File: src/rtl/gtfmac_vnc_lat_stats_mc_if.sv
// Bus bundle for the multi-channel latency statistics engine.
// master: control/event source and readout consumer (drives go, clear, targets, events, selects).
// slave : the statistics engine (drives busy/done and the registered rd_* readout).
// Signals:
//   go, clear, lat_pkt_cnt[31:0], send_event[NCH], rcv_event[NCH], rd_ch, rd_bin  (master -> slave)
//   busy, done, rd_cnt[31:0], rd_accu, rd_min, rd_max, rd_ovf, rd_unf, rd_hist[31:0] (slave -> master)
interface gtfmac_vnc_lat_stats_mc_if #(
   parameter int unsigned NCH         = 4,
   parameter int unsigned TIMER_WIDTH = 16,
   parameter int unsigned ACCU_WIDTH  = 32,
   parameter int unsigned HIST_BINS   = 16
);
   localparam int unsigned CH_W  = (NCH > 1) ? $clog2(NCH) : 1;
   localparam int unsigned BIN_W = (HIST_BINS > 1) ? $clog2(HIST_BINS) : 1;

   logic                   go;
   logic                   clear;
   logic [31:0]            lat_pkt_cnt;
   logic [NCH-1:0]         send_event;
   logic [NCH-1:0]         rcv_event;
   logic [CH_W-1:0]        rd_ch;
   logic [BIN_W-1:0]       rd_bin;
   logic                   busy;
   logic                   done;
   logic [31:0]            rd_cnt;
   logic [ACCU_WIDTH-1:0]  rd_accu;
   logic [TIMER_WIDTH-1:0] rd_min;
   logic [TIMER_WIDTH-1:0] rd_max;
   logic                   rd_ovf;
   logic                   rd_unf;
   logic [31:0]            rd_hist;

   modport master (
      output go, clear, lat_pkt_cnt, send_event, rcv_event, rd_ch, rd_bin,
      input  busy, done, rd_cnt, rd_accu, rd_min, rd_max, rd_ovf, rd_unf, rd_hist
   );

   modport slave (
      input  go, clear, lat_pkt_cnt, send_event, rcv_event, rd_ch, rd_bin,
      output busy, done, rd_cnt, rd_accu, rd_min, rd_max, rd_ovf, rd_unf, rd_hist
   );
endinterface

File: src/rtl/gtfmac_vnc_lat_stats_mc.sv
// Multi-channel latency statistics engine (lat_clk domain).
// One free-running timer timestamps per-channel send events into an in-order FIFO; each
// receive pops the oldest outstanding send and yields delta = timer - stamp (mod 2^TIMER_WIDTH).
// Per channel: sample count, saturating delta sum, min, max, sticky overflow/underflow.
// Ports:
//   lat_clk   clock for all logic
//   lat_rstn  asynchronous active-low reset
//   bus       slave side of gtfmac_vnc_lat_stats_mc_if (control, events, registered readout)
// Optional feature: define GTFMAC_VNC_LAT_HIST_EN to add a per-channel delta histogram
// (bin = min(delta >> HIST_SHIFT, HIST_BINS-1), 32-bit saturating counters, read via rd_bin).
// Without it rd_hist is tied to zero and rd_bin is ignored.
module gtfmac_vnc_lat_stats_mc #(
   parameter int unsigned NCH         = 4,
   parameter int unsigned TIMER_WIDTH = 16,
   parameter int unsigned OUTST_DEPTH = 8,
   parameter int unsigned ACCU_WIDTH  = 32,
   parameter int unsigned HIST_BINS   = 16,
   parameter int unsigned HIST_SHIFT  = 2
) (
   input logic                      lat_clk,
   input logic                      lat_rstn,
   gtfmac_vnc_lat_stats_mc_if.slave bus
);
   localparam int unsigned CH_W   = (NCH > 1) ? $clog2(NCH) : 1;
   localparam int unsigned IDX_W  = (OUTST_DEPTH > 1) ? $clog2(OUTST_DEPTH) : 1;
   localparam int unsigned FILL_W = $clog2(OUTST_DEPTH + 1);
   localparam int unsigned SUM_W  = ACCU_WIDTH + 1;

   typedef enum logic [1:0] {StIdle, StRun, StDone} state_e;

   state_e                 state_q;
   logic                   busy_q, done_q, go_q;
   logic [TIMER_WIDTH-1:0] timer_q;

   logic [TIMER_WIDTH-1:0] fifo_mem_q [NCH][OUTST_DEPTH];
   logic [IDX_W-1:0]       wr_idx_q   [NCH];
   logic [IDX_W-1:0]       rd_idx_q   [NCH];
   logic [FILL_W-1:0]      fill_q     [NCH];
   logic [NCH-1:0]         ovf_q, unf_q;

   logic [NCH-1:0]         dly_vld_q;
   logic [TIMER_WIDTH-1:0] dly_q      [NCH];
   logic [31:0]            cnt_q      [NCH];
   logic [ACCU_WIDTH-1:0]  accu_q     [NCH];
   logic [TIMER_WIDTH-1:0] min_q      [NCH];
   logic [TIMER_WIDTH-1:0] max_q      [NCH];

   logic [31:0]            rd_cnt_q;
   logic [ACCU_WIDTH-1:0]  rd_accu_q;
   logic [TIMER_WIDTH-1:0] rd_min_q, rd_max_q;
   logic                   rd_ovf_q, rd_unf_q;

   logic                   run, clr, go_rise, go_fall, all_hit;
   logic [NCH-1:0]         empty, full, push, pop, set_ovf, set_unf, take;
   logic [SUM_W-1:0]       accu_sum   [NCH];

   always_comb begin
      run     = (state_q == StRun);
      clr     = bus.clear && (state_q != StRun);
      go_rise = bus.go && !go_q;
      go_fall = !bus.go && go_q;
      all_hit = (bus.lat_pkt_cnt != '0);
      empty   = '0;
      full    = '0;
      push    = '0;
      pop     = '0;
      set_ovf = '0;
      set_unf = '0;
      take    = '0;
      for (int unsigned c = 0; c < NCH; c++) begin
         empty[c]    = (fill_q[c] == '0);
         full[c]     = (fill_q[c] == FILL_W'(OUTST_DEPTH));
         pop[c]      = run && bus.rcv_event[c] && !empty[c];
         // A same-cycle receive frees the head slot, so a full FIFO still accepts the push.
         push[c]     = run && bus.send_event[c] && (!full[c] || bus.rcv_event[c]);
         set_ovf[c]  = run && bus.send_event[c] && full[c] && !bus.rcv_event[c];
         set_unf[c]  = run && bus.rcv_event[c] && empty[c];
         take[c]     = dly_vld_q[c] &&
                       ((bus.lat_pkt_cnt == '0) || (cnt_q[c] < bus.lat_pkt_cnt));
         accu_sum[c] = {1'b0, accu_q[c]} + SUM_W'(dly_q[c]);
         if (cnt_q[c] < bus.lat_pkt_cnt) all_hit = 1'b0;
      end
   end

   // Timer and control FSM; busy/done are registered alongside the state.
   always_ff @(posedge lat_clk or negedge lat_rstn) begin
      if (!lat_rstn) begin
         timer_q <= '0;
         go_q    <= 1'b0;
         state_q <= StIdle;
         busy_q  <= 1'b0;
         done_q  <= 1'b0;
      end else begin
         timer_q <= timer_q + TIMER_WIDTH'(1);
         go_q    <= bus.go;
         unique case (state_q)
            StIdle: begin
               if (go_rise) begin
                  state_q <= StRun;
                  busy_q  <= 1'b1;
               end
            end
            StRun: begin
               if (go_fall || all_hit) begin
                  state_q <= StDone;
                  busy_q  <= 1'b0;
                  done_q  <= 1'b1;
               end
            end
            StDone: begin
               if (bus.clear) begin
                  state_q <= StIdle;
                  done_q  <= 1'b0;
               end
            end
            default: begin
               state_q <= StIdle;
               busy_q  <= 1'b0;
               done_q  <= 1'b0;
            end
         endcase
      end
   end

   // Timestamp storage needs no reset: occupancy is tracked by the pointers/fill level.
   always_ff @(posedge lat_clk) begin
      for (int unsigned c = 0; c < NCH; c++) begin
         if (push[c]) fifo_mem_q[c][wr_idx_q[c]] <= timer_q;
      end
   end

   // FIFO bookkeeping, delta stage and statistics stage. A delta captured from an event
   // accepted in RUN always completes its update, even if the run ends meanwhile.
   always_ff @(posedge lat_clk or negedge lat_rstn) begin
      if (!lat_rstn) begin
         ovf_q     <= '0;
         unf_q     <= '0;
         dly_vld_q <= '0;
         for (int unsigned c = 0; c < NCH; c++) begin
            wr_idx_q[c] <= '0;
            rd_idx_q[c] <= '0;
            fill_q[c]   <= '0;
            dly_q[c]    <= '0;
            cnt_q[c]    <= '0;
            accu_q[c]   <= '0;
            min_q[c]    <= '1;
            max_q[c]    <= '0;
         end
      end else if (clr) begin
         ovf_q     <= '0;
         unf_q     <= '0;
         dly_vld_q <= '0;
         for (int unsigned c = 0; c < NCH; c++) begin
            wr_idx_q[c] <= '0;
            rd_idx_q[c] <= '0;
            fill_q[c]   <= '0;
            cnt_q[c]    <= '0;
            accu_q[c]   <= '0;
            min_q[c]    <= '1;
            max_q[c]    <= '0;
         end
      end else begin
         dly_vld_q <= pop;
         ovf_q     <= ovf_q | set_ovf;
         unf_q     <= unf_q | set_unf;
         for (int unsigned c = 0; c < NCH; c++) begin
            if (push[c]) begin
               wr_idx_q[c] <= (wr_idx_q[c] == IDX_W'(OUTST_DEPTH - 1)) ? '0
                                                                       : wr_idx_q[c] + IDX_W'(1);
            end
            if (pop[c]) begin
               rd_idx_q[c] <= (rd_idx_q[c] == IDX_W'(OUTST_DEPTH - 1)) ? '0
                                                                       : rd_idx_q[c] + IDX_W'(1);
               dly_q[c]    <= timer_q - fifo_mem_q[c][rd_idx_q[c]];
            end
            if (push[c] && !pop[c]) begin
               fill_q[c] <= fill_q[c] + FILL_W'(1);
            end else if (pop[c] && !push[c]) begin
               fill_q[c] <= fill_q[c] - FILL_W'(1);
            end
            if (take[c]) begin
               cnt_q[c]  <= cnt_q[c] + 32'd1;
               accu_q[c] <= accu_sum[c][ACCU_WIDTH] ? '1 : accu_sum[c][ACCU_WIDTH-1:0];
               if (dly_q[c] <= min_q[c]) min_q[c] <= dly_q[c];
               if (dly_q[c] >= max_q[c]) max_q[c] <= dly_q[c];
            end
         end
      end
   end

   // Registered readout mux; an unmatched rd_ch leaves the reset values in place.
   always_ff @(posedge lat_clk or negedge lat_rstn) begin
      if (!lat_rstn) begin
         rd_cnt_q  <= '0;
         rd_accu_q <= '0;
         rd_min_q  <= '1;
         rd_max_q  <= '0;
         rd_ovf_q  <= 1'b0;
         rd_unf_q  <= 1'b0;
      end else begin
         rd_cnt_q  <= '0;
         rd_accu_q <= '0;
         rd_min_q  <= '1;
         rd_max_q  <= '0;
         rd_ovf_q  <= 1'b0;
         rd_unf_q  <= 1'b0;
         for (int unsigned c = 0; c < NCH; c++) begin
            if (bus.rd_ch == CH_W'(c)) begin
               rd_cnt_q  <= cnt_q[c];
               rd_accu_q <= accu_q[c];
               rd_min_q  <= min_q[c];
               rd_max_q  <= max_q[c];
               rd_ovf_q  <= ovf_q[c];
               rd_unf_q  <= unf_q[c];
            end
         end
      end
   end

   assign bus.busy    = busy_q;
   assign bus.done    = done_q;
   assign bus.rd_cnt  = rd_cnt_q;
   assign bus.rd_accu = rd_accu_q;
   assign bus.rd_min  = rd_min_q;
   assign bus.rd_max  = rd_max_q;
   assign bus.rd_ovf  = rd_ovf_q;
   assign bus.rd_unf  = rd_unf_q;

`ifdef GTFMAC_VNC_LAT_HIST_EN
   localparam int unsigned BIN_W = (HIST_BINS > 1) ? $clog2(HIST_BINS) : 1;

   logic [31:0]      hist_q  [NCH][HIST_BINS];
   logic [BIN_W-1:0] bin_idx [NCH];
   logic [31:0]      rd_hist_q;

   always_comb begin
      for (int unsigned c = 0; c < NCH; c++) begin
         if ((dly_q[c] >> HIST_SHIFT) >= TIMER_WIDTH'(HIST_BINS - 1)) begin
            bin_idx[c] = BIN_W'(HIST_BINS - 1);
         end else begin
            bin_idx[c] = BIN_W'(dly_q[c] >> HIST_SHIFT);
         end
      end
   end

   always_ff @(posedge lat_clk or negedge lat_rstn) begin
      if (!lat_rstn) begin
         for (int unsigned c = 0; c < NCH; c++) begin
            for (int unsigned b = 0; b < HIST_BINS; b++) hist_q[c][b] <= '0;
         end
      end else begin
         for (int unsigned c = 0; c < NCH; c++) begin
            for (int unsigned b = 0; b < HIST_BINS; b++) begin
               if (clr) begin
                  hist_q[c][b] <= '0;
               end else if (take[c] && (bin_idx[c] == BIN_W'(b)) && (hist_q[c][b] != '1)) begin
                  hist_q[c][b] <= hist_q[c][b] + 32'd1;
               end
            end
         end
      end
   end

   always_ff @(posedge lat_clk or negedge lat_rstn) begin
      if (!lat_rstn) begin
         rd_hist_q <= '0;
      end else begin
         rd_hist_q <= '0;
         for (int unsigned c = 0; c < NCH; c++) begin
            for (int unsigned b = 0; b < HIST_BINS; b++) begin
               if ((bus.rd_ch == CH_W'(c)) && (bus.rd_bin == BIN_W'(b))) rd_hist_q <= hist_q[c][b];
            end
         end
      end
   end

   assign bus.rd_hist = rd_hist_q;
`else
   localparam int unsigned unused_hist_cfg = HIST_BINS + HIST_SHIFT;
   logic unused_rd_bin;
   assign unused_rd_bin = ^bus.rd_bin;
   assign bus.rd_hist   = '0;
`endif
endmodule

File: src/flat_wrapper.sv
// flat-port wrapper written by rule: the top's interface ports become plain ports
module gtfmac_vnc_lat_stats_mc_flat 
#(
   parameter int unsigned NCH         = 4,
   parameter int unsigned TIMER_WIDTH = 16,
   parameter int unsigned OUTST_DEPTH = 8,
   parameter int unsigned ACCU_WIDTH  = 32,
   parameter int unsigned HIST_BINS   = 16,
   parameter int unsigned HIST_SHIFT  = 2
)
  (lat_clk, lat_rstn, bus_go, bus_clear, bus_lat_pkt_cnt, bus_send_event, bus_rcv_event, bus_rd_ch, bus_rd_bin, bus_busy, bus_done, bus_rd_cnt, bus_rd_accu, bus_rd_min, bus_rd_max, bus_rd_ovf, bus_rd_unf, bus_rd_hist);
  gtfmac_vnc_lat_stats_mc_if #(.NCH(NCH), .TIMER_WIDTH(TIMER_WIDTH), .ACCU_WIDTH(ACCU_WIDTH), .HIST_BINS(HIST_BINS)) bus_i ();
  input logic lat_clk;
  input logic lat_rstn;
  input wire logic [$bits(bus_i.go)-1:0] bus_go;
  input wire logic [$bits(bus_i.clear)-1:0] bus_clear;
  input wire logic [$bits(bus_i.lat_pkt_cnt)-1:0] bus_lat_pkt_cnt;
  input wire logic [$bits(bus_i.send_event)-1:0] bus_send_event;
  input wire logic [$bits(bus_i.rcv_event)-1:0] bus_rcv_event;
  input wire logic [$bits(bus_i.rd_ch)-1:0] bus_rd_ch;
  input wire logic [$bits(bus_i.rd_bin)-1:0] bus_rd_bin;
  output wire logic [$bits(bus_i.busy)-1:0] bus_busy;
  output wire logic [$bits(bus_i.done)-1:0] bus_done;
  output wire logic [$bits(bus_i.rd_cnt)-1:0] bus_rd_cnt;
  output wire logic [$bits(bus_i.rd_accu)-1:0] bus_rd_accu;
  output wire logic [$bits(bus_i.rd_min)-1:0] bus_rd_min;
  output wire logic [$bits(bus_i.rd_max)-1:0] bus_rd_max;
  output wire logic [$bits(bus_i.rd_ovf)-1:0] bus_rd_ovf;
  output wire logic [$bits(bus_i.rd_unf)-1:0] bus_rd_unf;
  output wire logic [$bits(bus_i.rd_hist)-1:0] bus_rd_hist;
  assign bus_i.go = bus_go;
  assign bus_i.clear = bus_clear;
  assign bus_i.lat_pkt_cnt = bus_lat_pkt_cnt;
  assign bus_i.send_event = bus_send_event;
  assign bus_i.rcv_event = bus_rcv_event;
  assign bus_i.rd_ch = bus_rd_ch;
  assign bus_i.rd_bin = bus_rd_bin;
  assign bus_busy = bus_i.busy;
  assign bus_done = bus_i.done;
  assign bus_rd_cnt = bus_i.rd_cnt;
  assign bus_rd_accu = bus_i.rd_accu;
  assign bus_rd_min = bus_i.rd_min;
  assign bus_rd_max = bus_i.rd_max;
  assign bus_rd_ovf = bus_i.rd_ovf;
  assign bus_rd_unf = bus_i.rd_unf;
  assign bus_rd_hist = bus_i.rd_hist;
  gtfmac_vnc_lat_stats_mc #(.NCH(NCH), .TIMER_WIDTH(TIMER_WIDTH), .OUTST_DEPTH(OUTST_DEPTH), .ACCU_WIDTH(ACCU_WIDTH), .HIST_BINS(HIST_BINS), .HIST_SHIFT(HIST_SHIFT)) u_core (.lat_clk(lat_clk), .lat_rstn(lat_rstn), .bus(bus_i));
endmodule
File: config.mk
export PLATFORM = sky130hd
export DESIGN_NAME = gtfmac_vnc_lat_stats_mc_flat
export DESIGN_NICKNAME = d
export VERILOG_FILES = /design/src/rtl/gtfmac_vnc_lat_stats_mc_if.sv /design/src/rtl/gtfmac_vnc_lat_stats_mc.sv /design/src/flat_wrapper.sv
export SDC_FILE = /design/constraint.sdc
export NUM_CORES = 2
export LEC_CHECK = 0
export BUFFER_PORTS_ARGS = -buffer_cell sky130_fd_sc_hd__buf_2
export CORE_MARGIN = 10
export CORE_UTILIZATION = 35
export CTS_CLUSTER_DIAMETER = 60
export DETAILED_ROUTE_END_ITERATION = 6
export GPL_ROUTABILITY_DRIVEN = 0
export GPL_TIMING_DRIVEN = 0
export PLACE_DENSITY_LB_ADDON = 0.1
export SLEW_MARGIN = 20
export SYNTH_ARGS = -nofsm -noshare
export SYNTH_HDL_FRONTEND = slang
export SYNTH_SLANG_ARGS = --single-unit
File: constraint.sdc
create_clock -name lat_clk -period 3.64 [get_ports lat_clk]
set_input_delay 0.182 -clock lat_clk [delete_from_list [all_inputs] [get_ports lat_clk]]
set_output_delay 0.182 -clock lat_clk [all_outputs]
set_load 0.05 [all_outputs]
==> impl_metrics.yaml <==
min_path:
  hp-start: "bus_go"
  holdCritPathClass: "in -> reg"
  hold_depth: 2
  holdPathEnd: "u_core.go_q"
placed_design:
  dpl.hpwl_um: 149000
  post-place-cells: 7289
  port_buffers: 143
routing:
  wl_met2_um: 98300
  maxUsedRoutingLayer: "met4"
  drt_pass1_iterations: 5
  dr_wl_met3_um: 7570
  wl_met1_um: 86900
  drc: 0
  via_count: 42100
  wirelength_um: 200000
  viasPerCell: 5.51
  initialDrtViolationCount: 2953
  antenna_left: 0
  wl_per_cell_um: 26.2
global_routing:
  gr-total-overflow: 0
  grt_usage: 0.212
  grt_start_max_net_pins: 90
  antenna_found_initial: 5
  grt_pass1_wl_um: 293000
  grt_pass1_vias: 42400
worst_setup_path:
  reg2reg_depth: 14
  required_ps: 4310
  crit_chain: "buf_4, buf_8, mux4_2, mux2i_2, ha_2, o21a_1, o31ai_4, a2111oi_4, o31ai_1, buf_4, o2111ai_1, a21oi_1, xnor2_1, o21ai_0"
  end_kind: "register"
  reg2reg_from: "u_core.rd_idx_q[3]"
  critPathKind: "reg -> reg"
  cp.arrival_ps: 4320
  regToRegEndpoint: "u_core.dly_q[31]"
  crit_slowest_cell: "mux4_2"
  path_max_fanout: 10
  cp-start-kind: "register"
  reg2reg_setup_slack_ps: -10
  cpMostUsedCell: "buf_4"
  cpPeakStageDelay_ps: 560
clock_tree:
  insertion_delay_ps: 810
  cts_made_buffers: 147
  clock-sinks: 1131
  htreeDepth: 4
  tritoncts: "yes"
  cts-root-buf: "clkbuf_16"
  path_clk_slew_ps: 60
  max-clock-path-buffers: 3
logic_synthesis:
  synth_edf_count: 512
  yosys.area.top_type: "edfxtp_1"
  synthTopCellsByArea: "edfxtp_1 (26%), dfrtp_1 (23%), ha_1 (8.6%), mux4_2 (8.5%), dfstp_2 (3.5%)"
  yosys_warnings: 0
  syn_area_um2: 59300
  synth-async-reset-ratio: 0.547
  synth_top_area_frac: 0.259
  synthFlopType: "dfrtp_1"
  postSynthCellCount: 4827
  seq_area_frac_synth: 0.522
  yosys.cell_types.count: 100
  syn_area_per_cell_um2: 12.3
  ys_ff_latch: 1131
final_layout:
  final_cell_mix: "edfxtp_1 (512), dfrtp_1 (509), ha_1 (398)"
  final_cells: 7638
  syn_to_final_growth_pct: 19.1
  fin_nets: 5766
  drive_above_1_share: 0.218
  layout_commonest_cell: "edfxtp_1"
timing:
  fin_ws_ps: -11.6
  setup_violations: 1
  drv_slew: 0
  post-route-period-util: 1.00
  rsz0062_at_grt: "yes"
  finalCriticalPeriod_ps: 3650
  fmax_mhz: 274
  tightest_slew_ps: 1150
  slew_headroom: 0.230
  finalHoldViolCount: 0
  clock_skew_ps: 38.2
floorplanning:
  die-area_um2: 186000
  die_x_um: 432
  row_count: 151
  initial_utilization: 0.351
  ioPinCount: 182
  core_um2: 169000
  die_h_um: 432
power:
  power_density_nw_per_um2: 710
  clkPwrFrac: 0.290
  p_sw_frac: 0.384
  p_comb_frac: 0.348
  power_frac_seq: 0.362
  power.internal_uw: 30900
  switching_power_uw: 19300
  vdd_drop_max_mv: 0.477
  total_power_uw: 50200
  power_leakage_uw: 0.0293
status:
  violations: "negative setup slack"
  status: "finished, violations left"
job:
  maxCapViolCount: 0
-- cell usage after synthesis, types with 11 or more instances --
library cell / n
dfstp_2: 80
mux2i_1: 99
nor4_1: 22
buf_2: 29
or4_1: 19
inv_1: 242
a22o_1: 65
o21ai_0: 237
nand4_1: 79
dfrtp_1: 539
o2111ai_1: 13
nor2b_1: 25
ha_1: 409
a2111oi_0: 11
nand2_1: 318
o22a_1: 33
o21a_1: 30
buf_1: 37
clkbuf_1: 121
and2_1: 21
a21oi_1: 257
o31ai_1: 35
nand2b_1: 25
and3_1: 62
o211ai_1: 37
edfxtp_1: 512
and4_1: 29
mux4_2: 225
nor3_1: 114
a21o_1: 82
a211oi_1: 41
nand3_1: 121
fa_1: 12
or2_2: 17
buf_4: 36
a311oi_1: 36
nor2_1: 284
xor2_1: 111
o21bai_1: 15
or3_1: 59
a41oi_1: 14
a31oi_1: 46
xnor2_1: 67
-- metal layers --
metal,vias to the layer above,track usage
li1,19300,-
met1,21500,0.277
met2,931,0.360
met3,311,0.0268
met4,0,0.0766
met5,-,0
-- worst max-delay path by stage --
stage                             from                     to  slack (ps)  depth (start not counted)
finish              u_core.rd_idx_q[3]       u_core.dly_q[31]         -10                         14
global route        u_core.rd_idx_q[3]       u_core.dly_q[31]        -110                         14
CTS                  u_core.cnt_q[115]       u_core.min_q[59]           4                         13
detailed placement   u_core.state_q[1]     u_core.rd_idx_q[7]       -1570                          8
global placement              lat_rstn  u_core.bus.rd_max[15]      -12020                          1
floorplan           u_core.rd_idx_q[9]       u_core.dly_q[63]          -8                         13
-- power groups by stage --
stage	combinational, uW	sequential [uW]	clock [uW]
2_1_floorplan	10900	17600	0
3_3_place_gp	16100	18400	0
3_5_place_dp	16400	18400	0
4_1_cts	16900	18200	14900
5_1_grt	19200	18300	15500
6_report	17500	18200	14500
-- layout make-up --
| type | count | area, um2 |
|---|---|---|
| fill | 15900 | 98300 |
| sequential | 1131 | 31000 |
| timing repair buffer | 296 | 2400 |
| clock inverter | 73 | 888 |
| multi-input combinational | 3254 | 27300 |
| antenna | 3 | 7.51 |
| buffer | 220 | 1350 |
| inverter | 245 | 922 |
| clock buffer | 198 | 3980 |
| tap | 2218 | 2780 |
-- flip-flops by register name (all words and copies together) (netlist names), 32 cells and up --
name and count:
u_core.bus.rd_cnt 32, u_core.dly_q 64, u_core.min_q 64, u_core.cnt_q 128
u_core.accu_q 128, u_core.max_q 64, u_core.bus.rd_accu 32, u_core.fifo_mem_q 512
-- kinds of logic after synthesis --
logic type,after synthesis,share of synthesized area
buffers and inverters,473,0.0336
xor gates and xnor gates,178,0.0263
and+or+nand+nor,1237,0.105
muxes,329,0.103
adders and majority gates,421,0.0903
AOI/OAI and AO/OA,1057,0.120
other,1,0.0000632
DFF,1131,0.522
-- metrics by stage --
stage	TNS [ps]	util	instance area [um2]	setup slack, ps	hold WS (ps)
3_5_place_dp	-339210	0.380	64100	-1570	133
4_1_cts	0	0.414	69900	4.03	34.1
5_1_grt	-216	0.418	70600	-108	72.4
6_report	-11.6	0.418	70600	-11.6	73.3
3_3_place_gp	-7856230	0.373	63000	-12020	318
2_1_floorplan	-8.32	-	59500	-8.32	-114
-- timing repair --
action                                 4_1_cts  5_1_grt
buffers inserted                            24       46
gates resized for setup                    176      132
hold buffers                                13        0
endpoints found under the hold margin      266        0
setup endpoints to repair                  523      211
pin swaps                                   14       33
-- critical path: cells and delay by family, from the launching register on --
kind / cells / cell delay [ps]
flops: 1 / 460
buf+inv: 3 / 460
mux: 2 / 820
xor+xnor: 1 / 200
compound gates: 7 / 1270
fa+ha+maj: 1 / 300
(Power assumes the default switching activity.)
